### config.mk
export PLATFORM = sky130hd
export DESIGN_NAME = hart_timeslice_scheduler
export DESIGN_NICKNAME = d
export VERILOG_FILES = /design/src/rtl/hart_timeslice_scheduler.sv
export SDC_FILE = /design/constraint.sdc
export NUM_CORES = 1
export LEC_CHECK = 0
export CAP_MARGIN = 5
export CORE_MARGIN = 3
export CORE_UTILIZATION = 45
export DETAILED_ROUTE_END_ITERATION = 8
export PLACE_DENSITY = 0.83
export RECOVER_POWER = 100
export SLEW_MARGIN = 20
export SYNTH_ARGS = -nofsm -noshare
export SYNTH_HDL_FRONTEND = slang
export SYNTH_SLANG_ARGS = --single-unit
### constraint.sdc
create_clock -name CLK -period 1.8 [get_ports CLK]
set_input_delay 0.54 -clock CLK [delete_from_list [all_inputs] [get_ports CLK]]
set_output_delay 0.54 -clock CLK [all_outputs]
set_load 0.02 [all_outputs]
### src/rtl/hart_timeslice_scheduler.sv
// Time-slice arbiter for the shared MMU/interconnect path of a multi-hart cluster.
// Bounded quantum, interrupt-aware preemption and a drain/switch handshake.
module hart_timeslice_scheduler #(
  parameter int unsigned N_HARTS = 2,
  parameter int unsigned QUANTUM = 1024,
  parameter int unsigned QW      = 16,
  parameter int unsigned SELW    = 4
) (
  input  logic                CLK,
  input  logic                RST_X,
  input  logic [N_HARTS-1:0]  w_req,
  input  logic [N_HARTS-1:0]  w_urgent,
  input  logic                w_safe,
  input  logic                w_hold,
  output logic [SELW-1:0]     w_sel,
  output logic [N_HARTS-1:0]  w_grant,
  output logic                w_switching,
  output logic [QW-1:0]       w_quantum_left
);

  typedef enum logic [1:0] {StRun, StDrain, StSwitch} state_e;

  state_e               state_q, state_d;
  logic [SELW-1:0]      sel_q, sel_d;
  logic [SELW-1:0]      next_sel_q, next_sel_d;
  logic [N_HARTS-1:0]   grant_q, grant_d;
  logic [QW-1:0]        cnt_q, cnt_d;
  logic                 switching_q, switching_d;

  logic                 own_req, own_urg;
  logic                 found_req, found_urg;
  logic [SELW-1:0]      req_sel, urg_sel;
  logic                 cand_valid;
  logic [SELW-1:0]      cand_sel;

  // Round-robin scan from the hart after the owner; urgent requesters take precedence.
  always_comb begin
    own_req   = 1'b0;
    own_urg   = 1'b0;
    found_req = 1'b0;
    found_urg = 1'b0;
    req_sel   = '0;
    urg_sel   = '0;
    for (int unsigned h = 0; h < N_HARTS; h++) begin
      if (32'(sel_q) == h) begin
        own_req = w_req[h];
        own_urg = w_urgent[h];
      end
    end
    for (int unsigned i = 1; i < N_HARTS; i++) begin
      for (int unsigned h = 0; h < N_HARTS; h++) begin
        if (h == (32'(sel_q) + i) % N_HARTS) begin
          if (w_req[h] && !found_req) begin
            found_req = 1'b1;
            req_sel   = SELW'(h);
          end
          if (w_req[h] && w_urgent[h] && !found_urg) begin
            found_urg = 1'b1;
            urg_sel   = SELW'(h);
          end
        end
      end
    end
    cand_valid = found_req;
    cand_sel   = found_urg ? urg_sel : req_sel;
  end

  always_comb begin
    state_d    = state_q;
    sel_d      = sel_q;
    next_sel_d = next_sel_q;
    grant_d    = grant_q;
    cnt_d      = cnt_q;
    unique case (state_q)
      StRun: begin
        cnt_d = (cnt_q != '0) ? cnt_q - QW'(1) : cnt_q;
        if (cand_valid && ((cnt_q == '0) || !own_req || (found_urg && !own_urg))) begin
          state_d = StDrain;
        end else if (cnt_q == '0) begin
          cnt_d = QW'(QUANTUM);
        end
      end
      StDrain: begin
        if (!cand_valid) begin
          state_d = StRun;
          cnt_d   = QW'(QUANTUM);
        end else if (w_safe && !w_hold) begin
          state_d    = StSwitch;
          next_sel_d = cand_sel;
          grant_d    = '0;
        end
      end
      StSwitch: begin
        state_d = StRun;
        sel_d   = next_sel_q;
        cnt_d   = QW'(QUANTUM);
        for (int unsigned h = 0; h < N_HARTS; h++) begin
          grant_d[h] = (next_sel_q == SELW'(h));
        end
      end
      default: state_d = StRun;
    endcase
    switching_d = (state_d != StRun);
  end

  always_ff @(posedge CLK or negedge RST_X) begin
    if (!RST_X) begin
      state_q     <= StRun;
      sel_q       <= '0;
      next_sel_q  <= '0;
      grant_q     <= N_HARTS'(1);
      cnt_q       <= QW'(QUANTUM);
      switching_q <= 1'b0;
    end else begin
      state_q     <= state_d;
      sel_q       <= sel_d;
      next_sel_q  <= next_sel_d;
      grant_q     <= grant_d;
      cnt_q       <= cnt_d;
      switching_q <= switching_d;
    end
  end

  assign w_sel          = sel_q;
  assign w_grant        = grant_q;
  assign w_switching    = switching_q;
  assign w_quantum_left = cnt_q;

  a_grant_onehot : assert property (@(posedge CLK) disable iff (!RST_X)
    $onehot0(grant_q) && ((grant_q == '0) == (state_q == StSwitch)));
  a_sel_range : assert property (@(posedge CLK) disable iff (!RST_X)
    32'(sel_q) < N_HARTS);

endmodule

==> reports/qor.csv <==
metric,value,unit
crit_required,2.02,ns
hold_class,register to register,
yosys-top-cells-count,"21 x dfrtp_1, 18 x nor2_1, 12 x xor2_1",
violations,setup timing,
power,3.64,mW
routed_wirelength,3800,um
critPathLaunchType,register,
finalSetupViolCount,9,
first_pass_iters,4,
routabilityCongestion,0.855,
io_pins,31,
maxCapViolations,0,
finalNonFillerCells,253,
power_leakage,0.998,nW
setup_ws,-0.135,ns
placed_cells,245,
vdd_ir_drop_max,1.01,mV
yosysTopAreaCell,dfrtp_1,
vias,1411,
cp_max_fo,3,
antenna_found_initial,0,
die-area,0.00380,mm^2
post-route-period-util,108,%
ys_async_sr_fraction,100,%
fin_crit,1.94,ns
clk-insertion-delay-late,0.32,ns
drt-initial-drc-count,35,
synth.cell_area,0.00139,mm^2
cts_tree,done,
hpwl,2820,um
power.density,1740,mW/mm^2
initial_utilization,48.8,%
grt_max_degree,24,
rows,19,
syn_inst,148,
yosysMostFrequentCell,dfrtp_1,
cts_buffers,3,
clock-sinks,23,
rsz0062_at_grt,yes,
postCtsHoldBufs,0,
status,"complete, but fails checks",
tightest_slew,0.573,ns
clockBufferDepth,2,
via_per_inst,5.58,
final_nets,237,
ys_warn_count,0,
routedWlPerCell,15.0,um
grt_pass1_wl,6260,um
drive_gt1_share,34.2,%
crit_arrival,2.16,ns
slew_violations,0,
drc,0,
skew,0.00296,ns
grt_pass1_vias,1497,
cp-end-kind,register,
clk_pin_slew,0.13,ns
die_x,61.6,um
max_slew_margin,61.8,%
ys_seq_elements,23,
fillers,229,
syn2layout_area_growth,50.4,%
core-area,0.00285,mm^2
synth.area.top_cells,"dfrtp_1 38%, xor2_1 7.6%, ha_1 5.4%",
drt.antenna.violating_nets,0,
netlist.area_leader.share,37.8,%
die_h,61.6,um
synth_cell_types,40,
root_buffer,clkbuf_4,
hold_violations,0,
portBuffers,27,
worstSetupPathType,register to register,
syn_area_per_cell,9.40,um^2
gr-usage-all-layers,22.2,%
grt_overflow,0,
diodes,0,
yosys_most_used_dff,dfrtp_1,
synth_edf_count,0,
cts_htree_levels,1,
ys_seq_area_share,41.5,%
fmax,517,MHz
## final cells by class
type | instances | area, um^2 | area share [%]
well taps | 31 | 38.8 | 1.85
repair buffers | 73 | 563 | 26.9
inverters | 9 | 33.8 | 1.61
multi-input cells | 113 | 847 | 40.5
clock buffers | 3 | 22.5 | 1.08
clock inverters | 1 | 5.00 | 0.239
flip-flops and latches | 23 | 582 | 27.8
## logic make-up after synthesis
| family | share of synthesized area, % |
|---|---|
| AND/OR/NAND/NOR | 26.1 |
| AO/OA/AOI/OAI | 12.4 |
| flip-flops | 41.5 |
| buffers and inverters | 4.86 |
| XOR/XNOR | 7.55 |
| adder cells (fa/ha/maj) | 5.40 |
| multiplexers | 1.89 |
| other | 0.270 |
## per-stage QoR
| step | TNS (ns) | utilization, % | hold slack (ns) | area, um^2 | worst slack (ns) |
|---|---|---|---|---|---|
| CTS | -0.414 | 74.5 | 0.469 | 2130 | -0.123 |
| global placement | -7.94 | 70.8 | 0.414 | 2020 | -0.512 |
| detailed placement | -8.96 | 70.8 | 0.444 | 2020 | -0.559 |
| global route | -2.22 | 73.3 | 0.468 | 2090 | -0.209 |
| floorplan | -0.841 | - | 0.244 | 1430 | -0.108 |
| finish | -0.516 | 73.3 | 0.466 | 2090 | -0.135 |
## layer usage
metal	up-vias	GRT usage (%)	part of all wire (%)
li1	670	-	-
met1	697	23.8	39
met2	37	41.7	55
met3	7	3.56	3.9
met4	0	10.3	1.9
met5	-	0	0
## worst paths after layout
kind,slack (ns),cells past startpoint,start,endpoint
setup / recovery,-0.14,5,w_quantum_left[11],w_quantum_left[14]
hold reg to reg,0.47,1,next_sel_q[0],w_grant[0]
hold / removal,0.47,1,next_sel_q[0],w_grant[0]
min in group asynchronous,0.73,2,RST_X,state_q[0]
max in group asynchronous,0.66,2,RST_X,w_quantum_left[5]
setup reg to reg,-0.14,5,w_quantum_left[11],w_quantum_left[14]
## report_power, final
part / total, mW / leakage, nW / internal (mW) / switching, mW
clock: 0.242 / 0.0177 / 0.0833 / 0.159
sequential: 0.895 / 0.292 / 0.724 / 0.172
combinational: 2.50 / 0.688 / 1.22 / 1.28
## timing repair
item / in CTS / in global routing
gates resized for setup: 40 / 12
buffers inserted: 4 / 0
setup endpoints to repair: 40 / 26
pin swaps: 9 / 8
## state kept, by name (all words and copies together), names as in the netlist
register and count:
w_quantum_left 16, next_sel_q 1, w_sel 1, w_switching 1, state_q 2, w_grant 2
## layout by cell type, fill, tap and decap left out, drive strengths merged, types with 2 or more instances in the layout
| master | n |
|---|---|
| buf | 37 |
| dfrtp | 21 |
| nor2 | 18 |
| dlygate4sd2 | 15 |
| clkbuf | 15 |
| xor2 | 12 |
| nand4 | 10 |
| nand2 | 9 |
| inv | 9 |
| nor3 | 8 |
| o21ai | 6 |
| ha | 6 |
| a21oi | 5 |
| clkdlybuf4s50 | 4 |
| clkdlybuf4s15 | 4 |
| conb | 3 |
| nor4 | 3 |
| nand3 | 3 |
| or4 | 3 |
| nand2b | 2 |
| and2 | 2 |
| o22a | 2 |
| nand3b | 2 |
| o2bb2ai | 2 |
| dfstp | 2 |
| mux2 | 2 |
## critical path, stage by stage, from the launching register on
cell     delay [ns]
dfrtp_2        0.44
or4_4          0.54
or4b_4         0.52
nand4_1        0.12
xor2_1         0.15
nor2_1         0.06
(Power assumes the default switching activity.)
